**src/rtl/timer_pkg.sv**
```systemverilog
// Shared constants for the memory-mapped interval timer: FSM encoding,
// register word offsets, CTRL field positions and the bridge decode window.
package timer_pkg;

    localparam logic [1:0] ST_IDLE = 2'd0;
    localparam logic [1:0] ST_LOAD = 2'd1;
    localparam logic [1:0] ST_CNT  = 2'd2;
    localparam logic [1:0] ST_INT  = 2'd3;

    localparam logic [1:0] REG_CTRL   = 2'd0;
    localparam logic [1:0] REG_PRESET = 2'd1;
    localparam logic [1:0] REG_COUNT  = 2'd2;

    localparam int CTRL_EN_BIT   = 0;
    localparam int CTRL_MODE_LSB = 1;
    localparam int CTRL_MODE_MSB = 2;
    localparam int CTRL_IM_BIT   = 3;

    localparam logic [1:0] MODE_ONESHOT  = 2'd0;
    localparam logic [1:0] MODE_PERIODIC = 2'd1;

    localparam logic [31:0] TIMER_BASE = 32'h0000_7F00;
    localparam logic [31:0] TIMER_END  = 32'h0000_7F0B;

    function automatic logic [31:0] pack_ctrl(input logic en, input logic [1:0] mode,
                                              input logic im);
        logic [31:0] v;
        v = '0;
        v[CTRL_EN_BIT]                 = en;
        v[CTRL_MODE_MSB:CTRL_MODE_LSB] = mode;
        v[CTRL_IM_BIT]                 = im;
        return v;
    endfunction

endpackage

```
**src/rtl/timer_dev.sv**
```systemverilog
// Interval timer responder: CTRL/PRESET/COUNT registers, down-counter FSM
// and interrupt request to CP0.
module timer_dev
    import timer_pkg::*;
(
    input  logic        clk,
    input  logic        reset,
    input  logic [31:0] Addr,
    input  logic        WE,
    input  logic [31:0] WD,
    output logic [31:0] RD,
    output logic        IRQ
);

    logic [1:0]  state;
    logic        ctrl_en;
    logic [1:0]  ctrl_mode;
    logic        ctrl_im;
    logic [31:0] preset;
    logic [31:0] count;
    logic        irq_flag;
    logic [1:0]  reg_sel;

    assign reg_sel = Addr[3:2];

    // The bridge has already decoded the window; only the word index matters here.
    logic unused_addr;
    assign unused_addr = ^{Addr[31:4], Addr[1:0]};

    // CPU writes are applied after the FSM update so they win on the same edge.
    always_ff @(posedge clk or negedge reset) begin
        if (!reset) begin
            state     <= ST_IDLE;
            ctrl_en   <= 1'b0;
            ctrl_mode <= MODE_ONESHOT;
            ctrl_im   <= 1'b0;
            preset    <= '0;
            count     <= '0;
            irq_flag  <= 1'b0;
        end else begin
            case (state)
                ST_IDLE: if (ctrl_en) state <= ST_LOAD;
                ST_LOAD: begin
                    count <= preset;
                    state <= ST_CNT;
                end
                ST_CNT: begin
                    if (!ctrl_en) begin
                        state <= ST_IDLE;
                    end else if (count > 32'd1) begin
                        count <= count - 32'd1;
                    end else begin
                        // A preset of 0 lands here straight away, just like a preset of 1.
                        count    <= '0;
                        irq_flag <= 1'b1;
                        state    <= ST_INT;
                    end
                end
                default: begin
                    if (ctrl_mode == MODE_PERIODIC) irq_flag <= 1'b0;
                    else                            ctrl_en  <= 1'b0;
                    state <= ST_IDLE;
                end
            endcase

            if (WE) begin
                case (reg_sel)
                    REG_CTRL: begin
                        ctrl_en   <= WD[CTRL_EN_BIT];
                        ctrl_mode <= WD[CTRL_MODE_MSB:CTRL_MODE_LSB];
                        ctrl_im   <= WD[CTRL_IM_BIT];
                        irq_flag  <= 1'b0;
                    end
                    REG_PRESET: begin
                        preset   <= WD;
                        irq_flag <= 1'b0;
                    end
                    default: ;
                endcase
            end
        end
    end

    always_comb begin
        RD = '0;
        case (reg_sel)
            REG_CTRL:   RD = pack_ctrl(ctrl_en, ctrl_mode, ctrl_im);
            REG_PRESET: RD = preset;
            REG_COUNT:  RD = count;
            default:    RD = '0;
        endcase
    end

    assign IRQ = ctrl_im & irq_flag;

endmodule

```
**config.mk**
```make
export PLATFORM = sky130hd
export DESIGN_NAME = timer_dev
export DESIGN_NICKNAME = d
export VERILOG_FILES = /design/src/rtl/timer_pkg.sv /design/src/rtl/timer_dev.sv
export SDC_FILE = /design/constraint.sdc
export NUM_CORES = 1
export LEC_CHECK = 0
export ABC_AREA = 1
export CAP_MARGIN = 20
export CORE_AREA = 2 2 103 105
export CTS_CLUSTER_DIAMETER = 30
export DETAILED_ROUTE_END_ITERATION = 16
export DIE_AREA = 0 0 105 107
export PLACE_DENSITY = 0.7
export SETUP_SLACK_MARGIN = 0.5
export SLEW_MARGIN = 20
export SYNTH_ARGS = -nofsm -noshare
export SYNTH_HDL_FRONTEND = slang
export SYNTH_SLANG_ARGS = --single-unit
```
**constraint.sdc**
```tcl
create_clock -name clk -period 1.9 [get_ports clk]
set_input_delay 0.475 -clock clk [delete_from_list [all_inputs] [get_ports clk]]
set_output_delay 0.475 -clock clk [all_outputs]
set_load 0.01 [all_outputs]
```
==> impl_metrics.csv <==
group,metric,value,unit
final_layout,diodes,0,
final_layout,area_growth,62.4,%
power_and_ir_drop,total_power,0.00880,W
worst_setup_path,slowest_stage,"buf_6",
routing,first_pass_iters,6,
power_and_ir_drop,peakVddDrop,661,uV
logic_synthesis,synth.largest_area_cell,"dfrtp_1",
clock_network,cts_buffers,9,
placed_design,io_buffers,69,
final_layout,seq_area,0.00178,mm^2
worst_setup_path,crit_family,"buffers and inverters",
power_and_ir_drop,power_density,1240,mW/mm^2
logic_synthesis,synth_top_cells_by_count,"137 x nand2_1, 79 x nor2_1, 71 x dfrtp_1, 61 x inv_1, 50 x a21oi_1",
logic_synthesis,yosys.area.top_type_share,40.8,%
clock_network,clkTransAtPathRegs,0.07,ns
global_routing,grt-ovfl-total,0,
timing,hold_violations,0,
worst_setup_path,critPathMaxFanout,5,
floorplanning,core,0.0101,mm^2
logic_synthesis,synth-main-ff-cell,"dfrtp_1",
worst_setup_path,cp_slowest_stage_delay,0.15,ns
logic_synthesis,synth_compound_area_share,16.0,%
logic_synthesis,synth_most_common_cell,"nand2_1",
logic_synthesis,synth-xor-area-share,2.21,%
timing,slew_headroom,73.7,%
timing,slew_violations,0,
logic_synthesis,syn_area_per_cell,7.55,um^2
logic_synthesis,postSynthCellCount,577,
logic_synthesis,synthTopCellsByArea,"dfrtp_1 41%, nand2_1 12%, nor2_1 6.8%, mux2_2 5.9%, a21oi_1 5.7%",
timing,skew,0.00881,ns
worst_setup_path,path_cells,"buf_6 > buf_8 > inv_16 > nor2_4 > buf_6 > buf_12 > buf_16 > nand2_1 > o21ai_2 > buf_2",
worst_setup_path,path_common_cell,"buf_6",
floorplanning,die_x,105,um
final_layout,fin_area,0.00707,mm^2
clock_network,insertion_delay,0.37,ns
routing,wire_per_inst,19.1,um
worst_setup_path,setup.worst_path.start_class,"input port",
placed_design,gp_congestion,0.916,
logic_synthesis,yosysSeqAreaShare,40.8,%
routing,drc,0,
logic_synthesis,synthAdderAreaFrac,0.575,%
clock_network,cts_tree,"yes",
placed_design,dpl_cell_area,0.00561,mm^2
logic_synthesis,yosysWarnings,0,
routing,dr_total_vias,4676,
logic_synthesis,synth_edf_count,0,
routing,wl,16300,um
final_layout,layout-drive-gt1-share,45.4,%
timing,tightest_slew,0.391,ns
worst_setup_path,cp_data_arrival_time,1.47,ns
power_and_ir_drop,power.switching,0.00406,W
routing,postRouteAntennaNets,0,
logic_synthesis,synth_cell_types,27,
flow_run,drv_cap,0,
clock_network,ctsLongestPathBuffers,2,
power_and_ir_drop,p_int,0.00474,W
floorplanning,dieHeight,107,um
floorplanning,io-pin-count,100,
min_path,hp-class,"input port to asynchronous set/reset pin",
final_layout,fill_cells,795,
power_and_ir_drop,p_seq_share,30.3,%
clock_network,cts_sinks,71,
worst_setup_path,worstSetupEndpointType,"primary output",
clock_network,clockRootBuffer,"clkbuf_8",
global_routing,antenna_found_initial,0,
logic_synthesis,synth-simple-area-share,25.3,%
routing,drt_iter0_drc,316,
timing,worst_slack,-0.0455,ns
clock_network,cts_hold_buf,0,
floorplanning,initial_core_util,43.1,%
worst_setup_path,critPathBufInv,7,
outcome,failed_checks,"negative setup slack",
floorplanning,num_rows,37,
logic_synthesis,yosys-mux-area-fraction,7.24,%
global_routing,grtUsageTotal,28.2,%
logic_synthesis,async_reset_ff_share,100,%
placed_design,dpl.hpwl,9240,um
final_layout,num-nets-final,785,
clock_network,cts-htree-levels,3,
worst_setup_path,cp.required,1.42,ns
power_and_ir_drop,leakage,3.23,nW
timing,fmax,0.514,GHz
timing,tns,-0.241,ns
logic_synthesis,syn_nets,646,
routing,vias_per_cell,5.46,
power_and_ir_drop,power_frac_comb,55.8,%
timing,fin_crit,1.95,ns
final_layout,multi_input_area,0.00307,mm^2
outcome,status,"complete, but fails checks",
global_routing,grt_pass1_vias,4587,
global_routing,grt_max_degree,72,
floorplanning,die-area,0.0112,mm^2
final_layout,fin_cells,857,
global_routing,grt_pass1_wl,24300,um
timing,finalSetupViolations,10,
logic_synthesis,synth_top_family_by_area,"simple AND/OR/NAND/NOR gates",
placed_design,place_inst,796,
power_and_ir_drop,swShare,46.1,%
worst_setup_path,path_class,"input port to primary output",
logic_synthesis,ys_ff_latch,71,
timing,fin_crit_sh,102,%
power_and_ir_drop,power.share.clock,13.9,%
logic_synthesis,netlist_area,0.00435,mm^2
timing,rsz0062_at_grt,"true",
[final timing paths]
kind | slack (ns) | cells past startpoint | end | start
setup / recovery | -0.05 | 10 | RD[22] | Addr[2]
hold / removal | 0.12 | 2 | preset[21] | reset
setup reg to reg | 0.06 | 11 | count[31] | count[17]
hold reg to reg | 0.54 | 1 | preset[22] | preset[22]
max in group asynchronous | 1.46 | 2 | preset[3] | reset
min in group clk | 0.45 | 3 | irq_flag | Addr[3]
[layout make-up]
class / count / area share [%]
Inverter: 62 / 3.57
Timing Repair inverter: 1 / 0.106
Sequential cell: 71 / 25.2
Multi-Input combinational cell: 424 / 43.4
Clock inverter: 3 / 0.212
Tap cell: 136 / 2.41
Clock buffer: 13 / 2.53
Timing Repair Buffer: 147 / 22.6
[power groups by stage]
stage	logic (W)	registers (W)	clock network (W)
floorplan	0.00232	0.00247	0
CTS	0.00444	0.00262	0.00123
detailed placement	0.00350	0.00257	0
global route	0.00528	0.00273	0.00131
global placement	0.00341	0.00256	0
finish	0.00491	0.00267	0.00123
[per-layer routing]
metal | up-vias | part of all wire, % | track usage (%)
met5 | - | 0 | 0
met4 | 0 | 2.9 | 11.8
met1 | 2264 | 40 | 35.8
met3 | 34 | 6.9 | 5.59
li1 | 2173 | - | -
met2 | 205 | 50 | 47.1
[flip-flops by register name, indices dropped and copies added, names as in the netlist]
register / count
count: 32
ctrl_mode: 2
ctrl_im: 1
ctrl_en: 1
preset: 32
state: 2
irq_flag: 1
[logic make-up after synthesis]
kind of cell             Yosys count
AO/OA/AOI/OAI                    117
XOR/XNOR                          11
adder cells (fa/ha/maj)            2
buffers and inverters             83
flip-flops                        71
multiplexers                      28
AND/OR/NAND/NOR                  265
[layout by cell type (no fill, tap or decap), types with 2 or more instances in the layout]
master            n
a21oi_1          32
a21oi_2          19
a22oi_2          13
buf_12           15
buf_16            7
buf_2            31
buf_4            40
buf_6            14
clkbuf_16         6
clkbuf_8         13
clkdlybuf4s50_1  32
clkinv_2          3
clkinvlp_4        2
dfrtp_1          68
dfrtp_2           3
ha_4              2
inv_1            55
inv_2             5
mux2_2           21
mux2_4            6
nand2_1          91
nand2_2          17
nand2_4          33
nand2_8           2
nand3_1          11
nand3_2           3
nand3_4          13
nand4_1           3
nor2_1           65
nor2_2           16
nor2_4           11
o211ai_1          5
o21ai_0           9
o21ai_1           8
o21ai_2          25
o21ai_4           3
xor2_1           10
[what timing repair did]
item / 4_1_cts / 5_1_grt
pin swaps: 20 / 11
buffers inserted: 24 / 6
setup endpoints to repair: 101 / 98
gates resized for setup: 287 / 52
cloned: 9 / 6
[through the flow]
stage	utilization [%]	hold WS (ns)	worst slack [ns]
after floorplan	-	0.179	0.451
after global placement	55.5	0.496	-0.710
after detailed placement	55.5	0.512	-0.753
after CTS	66.1	0.137	-0.0806
after global routing	70.1	0.139	-0.0803
final	70.1	0.121	-0.0455
No activity file was read; power rests on OpenSTA's default activity.
==> RTL edit: new RTL, config.mk and constraints unchanged <==
Register the output `IRQ`, cleared by the reset; this adds one clock of latency there. The other outputs are not delayed to match.
--- a/src/rtl/timer_dev.sv
+++ b/src/rtl/timer_dev.sv
@@ -91,7 +91,13 @@
         endcase
     end
 
-    assign IRQ = ctrl_im & irq_flag;
+    always_ff @(posedge clk or negedge reset) begin
+        if (!reset) begin
+            IRQ <= '0;
+        end else begin
+            IRQ <= ctrl_im & irq_flag;
+        end
+    end
 
 endmodule
 
Behaviour: not the same (Yosys sat finds a counterexample within 10 cycles, from zero or initial values and one cycle with reset low).
==> RTL edit against the original RTL <==
Area after synthesis increased by 1.1%. Critical path type unchanged. Routed wire length rose by 9.5%. Setup slack gained 0.065 ns. Power rose by 1.0%. Sequential cell count is 1 higher. Cell area grew 6.7%. Worst hold slack better by 0.014 ns. Clock skew up 0.0078 ns. Combinational power down 2%. Critical path depth shrank 2.
==> RTL edit: results (changes against the original RTL) <==
stage,metric,value,unit,change
setup_path,crit path DAT,1.41,ns,-0.06 ns
synth,synthesized netlist net count,661,,+2.3%
clocking,"CTS clk-pin slew, worst paths",0.09,ns,+0.02 ns
synth,post-synthesis adder-cell area fraction,0.568,%,-0.0065 points
synth,Compound-Gate Fraction of Synth Area,16.0,%,+0.046 points
grt,GRT Total Usage,27.3,%,-0.87 points
drt,vias,4963,,+6.1%
sta,Worst Clk Skew,0.0166,ns,+0.00782 ns
placement,post-DP HPWL,9.62,mm,+4.1%
power,Logic power comb,4810,uW,-2%
grt,met3 usage,3.83,%,-1.8 points
placement,Final GP Congestion,0.938,,+2.5%
drt,WL met1,7.14,mm,+9.7%
power,Lkg Pwr,0.00346,uW,+7.1%
placement,worst slack at placement,-0.883,ns,-0.130 ns
setup_path,RR Startpoint,count[12],,
placement,dpl cell area,5700,um2,+1.7%
synth,Synth Area in XOR/XNOR,1.99,%,-0.22 points
drt,met2 routed WL,8.99,mm,+9.0%
power,clock power share,13.7,%,-0.2 points
power,Peak supply drop,0.812,mV,+23%
status,status,completed,,
cells_and_area,layout cells sized above 1,51.8,%,+6.5 points
cells_and_area,Final nets,807,,+2.8%
synth,Area contributors post-synth,"dfrtp_1 (41%), nand2_1 (12%), nor2_1 (6.6%)",,
drt,routed wire length on met3,994,um,-11%
grt,vias in the first global route,4635,,+1.0%
synth,unique cell type count in the Yosys netlist,29,,+7.4%
drt,Iter 0 DRT Violations,333,,+5.4%
cells_and_area,fill count,678,,-15%
RTL edit: cell types whose count changed in the layout (fill, tap and decap cells not counted), moves of 9 or more:
cell,delta
mux2_4,+17
dfrtp_1,-9
nand2_1,-15
nand2_2,+15
nor2_1,-10
dfrtp_2,+10
nand3_2,+10
mux2_2,-21
nor2_4,+18
buf_6,+14
RTL edit: path summary, 6_finish.rpt:
kind	end	slack, ns
max reg2reg	count[21]	0.12
max in group asynchronous	count[13]	1.40
min in group clk	IRQ	0.51
max	RD[16]	0.02
min	count[26]	0.13
min reg2reg	IRQ	0.51
RTL edit: layout make-up:
type                       instances  area (um2)  area share, %
timing repair buffer             155        1700           22.5
inverter                          70         283           3.75
tap                              136         170           2.26
clock buffer                      14         173           2.29
sequential                        72        1820           24.1
clock inverter                     2        12.5          0.166
multi-input combinational        430        3390           44.9
RTL edit: worst max-delay path: stages:
cell and delay, ns:
buf_12 0.11, inv_12 0.04, buf_4 0.15, nand2_8 0.09
buf_4 0.14, buf_6 0.12, o21ai_2 0.12, buf_2 0.15
RTL edit: logic make-up (layout without fill, tap and decap cells):
| logic type | after synthesis | after routing |
|---|---|---|
| fa+ha+maj | 2 | 2 |
| compound gates | 125 | 125 |
| simple gates | 268 | 270 |
| mux | 23 | 23 |
| flops | 72 | 72 |
| buf+inv | 92 | 241 |
| xor+xnor | 10 | 10 |
RTL edit: through the flow:
stage,std cells,utilization (%)
floorplan,592,-
global placement,803,56.5
detailed placement,803,56.5
CTS,855,64.9
global route,879,74.7
finish,879,74.7
RTL edit: timing repair:
item	CTS	global route
gates cloned	9	3
gates resized for setup	240	198
pin swaps	14	41
buffers inserted	27	21
endpoints found under the setup margin	103	98
